[config.mk]
export PLATFORM = sky130hd
export DESIGN_NAME = mem_port_arbiter
export DESIGN_NICKNAME = d
export VERILOG_FILES = /design/src/rtl/mem_port_arbiter.sv
export SDC_FILE = /design/constraint.sdc
export NUM_CORES = 1
export LEC_CHECK = 0
export BUFFER_PORTS_ARGS = -buffer_cell sky130_fd_sc_hd__buf_4
export CORE_AREA = 3 3 331 333
export DETAILED_ROUTE_END_ITERATION = 8
export DIE_AREA = 0 0 334 336
export PLACE_DENSITY_LB_ADDON = 0.12
export SLEW_MARGIN = 20
export SYNTH_ARGS = -nofsm -noshare
export SYNTH_HDL_FRONTEND = slang
export SYNTH_SLANG_ARGS = --single-unit
[constraint.sdc]
create_clock -name sys_clk -period 3.84 [get_ports sys_clk]
set_input_delay 0.576 -clock sys_clk [delete_from_list [all_inputs] [get_ports sys_clk]]
set_output_delay 0.576 -clock sys_clk [all_outputs]
set_load 0.01 [all_outputs]
[src/rtl/mem_port_arbiter.sv]
// mem_port_arbiter: round-robin arbiter sharing one DRAM FIFO port between the instruction and data L1s
module mem_port_arbiter #(
  parameter int ADDR_W         = 27,
  parameter int LINE_W         = 128,
  parameter int TIMEOUT_CYCLES = 1024
) (
  input  logic              sys_clk,
  input  logic              RST,
  input  logic              r0_valid,
  input  logic              r0_rw,
  input  logic [ADDR_W-1:0] r0_addr,
  input  logic [LINE_W-1:0] r0_data,
  output logic              r0_ready,
  output logic [LINE_W-1:0] r0_rdata,
  input  logic              r1_valid,
  input  logic              r1_rw,
  input  logic [ADDR_W-1:0] r1_addr,
  input  logic [LINE_W-1:0] r1_data,
  output logic              r1_ready,
  output logic [LINE_W-1:0] r1_rdata,
  output logic              mem_req_en,
  output logic              mem_req_cmd,
  output logic [ADDR_W-1:0] mem_req_addr,
  output logic [LINE_W-1:0] mem_req_data,
  input  logic              mem_req_rdy,
  input  logic              mem_rsp_en,
  input  logic [LINE_W-1:0] mem_rsp_data,
  output logic              busy,
  output logic              owner,
  output logic              timeout_err
);
  typedef enum logic [1:0] {IDLE, ISSUE, WAIT_RSP, DONE} state_t;
  localparam int CW = $clog2(TIMEOUT_CYCLES);
  state_t state, state_n;
  logic [CW-1:0] cnt;
  logic last_grant, gnt;
  always_comb begin
    state_n = state;
    gnt = (r0_valid && r1_valid) ? ~last_grant : r1_valid;
    case (state)
      IDLE:     state_n = (r0_valid || r1_valid) ? ISSUE : IDLE;
      ISSUE:    state_n = !mem_req_rdy ? ISSUE : mem_req_cmd ? WAIT_RSP : DONE;
      WAIT_RSP: state_n = mem_rsp_en ? DONE : WAIT_RSP;
      DONE:     state_n = IDLE;
    endcase
  end
  // outputs are decoded from the next state so every port comes straight from a flop
  always_ff @(posedge sys_clk) begin
    if (RST) begin
      state        <= IDLE;
      cnt          <= '0;
      last_grant   <= 1'b1;
      owner        <= 1'b0;
      busy         <= 1'b0;
      timeout_err  <= 1'b0;
      r0_ready     <= 1'b0;
      r1_ready     <= 1'b0;
      r0_rdata     <= '0;
      r1_rdata     <= '0;
      mem_req_en   <= 1'b0;
      mem_req_cmd  <= 1'b0;
      mem_req_addr <= '0;
      mem_req_data <= '0;
    end else begin
      state      <= state_n;
      busy       <= state_n != IDLE;
      mem_req_en <= state_n == ISSUE;
      r0_ready   <= state_n == DONE && !owner;
      r1_ready   <= state_n == DONE && owner;
      if (state == IDLE && (r0_valid || r1_valid)) begin
        owner        <= gnt;
        mem_req_cmd  <= gnt ? !r1_rw : !r0_rw;
        mem_req_addr <= gnt ? r1_addr : r0_addr;
        mem_req_data <= gnt ? r1_data : r0_data;
      end
      if (state == ISSUE && mem_req_rdy) cnt <= '0;
      if (state == WAIT_RSP && mem_rsp_en) begin
        if (owner) r1_rdata <= mem_rsp_data;
        else r0_rdata <= mem_rsp_data;
      end else if (state == WAIT_RSP) begin
        if (cnt == CW'(TIMEOUT_CYCLES - 1)) timeout_err <= 1'b1;
        else cnt <= cnt + 1'b1;
      end
      if (state == DONE) last_grant <= owner;
    end
  end
endmodule

Word level (Yosys, flattened, before mapping)
Cells that the tools add are included.

storage, ports and cells
  bits in registers = 431
  logic and storage cells = 52
  output and inout port bits = 418
  input bits = 446

operators by class
  $add $sub $neg = 1
  mux-type cells = 13
  reduce and logical (&&, ||, !) cells = 15
  bitwise operators = 3
  eq/ne operators = 6

operator list
  operator               number
  $mux 128               1
  $mux 10                4
  $mux 27                1
  $add 10x1->10 const B  1
  $eq 10x10->1 const B   1
  $pmux 2 s4             1
  $eq 2x2->1 const B     3
  $logic_and 1x1->1      6
  $mux 1                 5
  $eq 2x1->1 const B     2
  $reduce_and 2->1       2
  $logic_not 1->1        3
  $not 1->1              3
  $reduce_and 3->1       1
  $logic_not 2->1        1
  $mux 2                 1
  $reduce_bool 2->1      1
  $logic_or 1x1->1       1

Longest topological paths before layout
  depth after elaboration = 6
  gate-level depth with buffers = 7
  gate-level depth less buffers = 5

Least setup slack after synthesis
No wires, ideal clock.

  path kind = input port to flip-flop
  from = input port RST
  to = register cnt[5]
  setup time = 58 ps
  data required time = 3782 ps
  stages = 5
  arrival time = 1641 ps
  buffers on the path = 1
  slack = 2141 ps
  cells stage by stage = buf_2 -> or4b_4 -> a31oi_4 -> and3_2 -> a211o_1

RTL lines
  item                  line  RTL
  start, declared       8     input logic RST,
  end signal, assigned  82    else cnt <= cnt + 1'b1;
  end, declared         35    logic [CW-1:0] cnt;

Worst setup path in the final report
  from = register owner
  to = register r1_rdata[39]

between the ends
  longest elaborated chain between the ends = 1

RTL lines
  item                               line  RTL
  start, declared                    29    output logic owner,
  start signal, assigned             71    owner <= gnt;
  $reduce_and 2->1 (no source line)  n/a
  end signal, assigned               78    if (owner) r1_rdata <= mem_rsp_data;
  end, declared                      20    output logic [LINE_W-1:0] r1_rdata,

No other way between the ends.
A chain may end at the register's enable or synchronous reset.

==> metrics <==
status=finished clean; clk sinks=about 430; Final setup violation count=0; Fmax achieved=0.449 GHz; Clock H-tree levels=2; Lkg Pwr=~0.011 uW; hpwl dp=roughly 62 mm; Layout area overhead=58.2%; Reg-to-Reg End=r1_rdata[39]; Post-synth EDFFs=0; final WL=~80 mm; Hold/Removal Path Class=in2reg; Final Max Slew Viols=0; PostCTS Resize Cnt=0; FP Rows=120; Die W=between 300 and 400 um; gpl congestion=0.805; worst reg-to-reg setup slack=around 1600 ps; Syn Area/Cell=between 8 and 9 um^2; Clock Latency Late Sink=~630 ps; Placed Cells incl. Taps=slightly above 4000; Async SR Flop Fraction=0; Final Cycle Share=0.580; post-synthesis instance area=around 17000 um^2; largest family of logic cells by synthesized area=simple AND/OR/NAND/NOR gates; via count=~16000; Num CTS Buffers=56; core area=107000 um^2; io pins=about 860; GR Overflow Total=0; # Max-Cap Violations=0; Synth Register Bits=431; vias in the first global route=16800; fin area=26200 um^2; Clk pwr share=0.437; CP max FO=22; share of layout cells above drive strength 1=0.365; Netlist cell types=43; initial antenna violation count=23; Top FF cell, synth=dfxtp_1; non-filler instance count after layout=just over 4000; layout filler cell count=between 10000 and 15000; cts hold-fix bufs=0; Cell Pwr Density=447 nW/um^2; drt wl/cell=19.5 um; combinational power share=0.148; yosys warns=0; Vias/cell=3.95; simple-gate share of the synthesized area=0.169; chip height=about 340 um; Reg2Reg Depth=5; total track usage=0.137; antenna viol nets, final=0; commonest non-fill, non-tap cells in the layout=buf_4, nand2_1, dfxtp_1; Synth Area in Compound Gates=0.161; peak supply drop=approximately 0.37 mV; TritonCTS clock tree=done; Cell Int Power=approximately 8600 uW; Starting Density=0.155; required time worst endpoint=4390 ps; router iterations before antenna repair=5; largest net degree at the start of global routing=between 150 and 200; dpl cell area=between 20000 and 25000 um^2; pre-CTS setup slack=approximately 1400 ps; endpoint class of the critical path=register; sw frac=0.268; Sequential Power Share=0.415; Final min period=~2200 ps; Post-Synth Adder-Cell Area=0.000757; Synth Net Count=2352; drt initial violations=611; most common cell after layout, fill and taps aside=buf_4; XOR/XNOR Fraction of Synth Area=0; final core utilization=0.245; Final Hold Vio Count=0; WS Path Type=reg2reg; Reg-to-Reg Start=owner; post-synthesis sequential area ratio=0.522; actual slew at the worst max-slew pin=between 800 and 900 ps; post-synthesis mux area share=0.0958; crit path to=r1_rdata[39]; first-pass GRT wire length=114 mm; P_sw=3130 uW; CP arrival=around 2800 ps; DRC errors left=0; Max Buffers Root-to-Sink=3; RSZ-0062 raised after global routing=false; Setup Buffers After CTS=0; startpoint types=register; Post-Syn Instances=around 1900; crit path from=owner; Max Clock Skew=14.8 ps; final worst-path setup slack=~1600 ps; relative slew slack=0.421; TNS Setup=0 ps; CTS root buffer=clkbuf_16; IO Port Bufs=863; clock-pin transition on the worst setup and hold timing paths=60 ps; final net count=~3100; die area=112000 um^2
## registers in the layout, summed over array words and instances (netlist names)
name,count
owner,1
cnt,10
last_grant,1
mem_req_data,128
mem_req_cmd,1
busy,1
r0_rdata,128
mem_req_en,1
mem_req_addr,27
r1_ready,1
r0_ready,1
state,2
r1_rdata,128
timeout_err,1
## power by group through the flow
stage               Sequential (uW)  Combinational [uW]  Clock (uW)
global placement               4940                1760           0
detailed placement             4950                1770           0
CTS                            4860                1770        5350
floorplan                      5030                 658           0
global route                   4880                1890        5510
finish                         4850                1720        5100
## worst min path at each step
| stage | start | to | slack [ps] | cells after the start |
|---|---|---|---|---|
| global placement | r0_rdata[4] | r0_rdata[4] | 440 | 2 |
| floorplan | owner | r0_ready | 480 | 1 |
| detailed placement | r1_rdata[38] | r1_rdata[38] | 450 | 2 |
| CTS | mem_rsp_data[48] | r0_rdata[48] | 120 | 3 |
| global route | mem_rsp_data[44] | r0_rdata[44] | 150 | 3 |
| finish | mem_rsp_data[10] | r1_rdata[10] | 200 | 3 |
## synthesized netlist by cell type (2+ instances only)
| cell type | instances | share of area |
|---|---|---|
| dfxtp_1 | 431 | 0.52 |
| buf_6 | 4 | 0.0027 |
| and3_1 | 4 | 0.0015 |
| buf_4 | 31 | 0.014 |
| inv_1 | 5 | 0.0011 |
| a21oi_1 | 258 | 0.078 |
| nand3_1 | 3 | 0.00091 |
| nand3b_1 | 2 | 0.00091 |
| nand2_1 | 520 | 0.12 |
| and3_2 | 4 | 0.0018 |
| buf_2 | 75 | 0.023 |
| mux2i_1 | 157 | 0.095 |
| a211o_1 | 6 | 0.0032 |
| o21ai_0 | 3 | 0.00091 |
| a211oi_1 | 155 | 0.070 |
| nor3_1 | 6 | 0.0018 |
| nor2_1 | 164 | 0.037 |
| nor3b_2 | 3 | 0.0023 |
| nand2b_1 | 4 | 0.0015 |
| clkbuf_1 | 47 | 0.011 |
## worst max-delay path, cell delays in order (launching register included)
cell	delay [ps]
dfxtp_1	620
inv_1	270
nor2_4	680
buf_4	340
nand2_1	80
a21oi_1	140
## cell type report
cell class,count,area [um^2],area share
sequential,431,8630,0.330
multi-input combinational,1312,7090,0.271
timing repair buffer,893,6850,0.262
tap,1403,1760,0.0671
clock buffer,83,1670,0.0640
clock inverter,14,118,0.00450
antenna,8,20.0,0.000765
inverter,5,18.8,0.000718
## kinds of logic (layout without fill, tap and decap cells)
logic type | after synthesis | count (layout)
and+or+nand+nor | 716 | 716
buffers and inverters | 162 | 995
adders and majority gates | 1 | 1
muxes | 158 | 158
other | 0 | 8
DFF | 431 | 431
AOI/OAI and AO/OA | 437 | 437
## routing by layer
layer | vias to the layer above | track usage | share of wire
met5 | - | 0 | 0.00090
met4 | 12 | 0.0405 | 0.023
met3 | 115 | 0.0658 | 0.11
met2 | 641 | 0.251 | 0.51
met1 | 7541 | 0.137 | 0.35
li1 | 8092 | - | -
## metrics by stage
| stage | power, uW | hold slack (ps) |
|---|---|---|
| CTS | 12000 | 123 |
| detailed placement | 6720 | 447 |
| finish | 11700 | 204 |
| global route | 12300 | 151 |
| floorplan | 5690 | 476 |
| global placement | 6700 | 442 |
(Power assumes the default switching activity.)
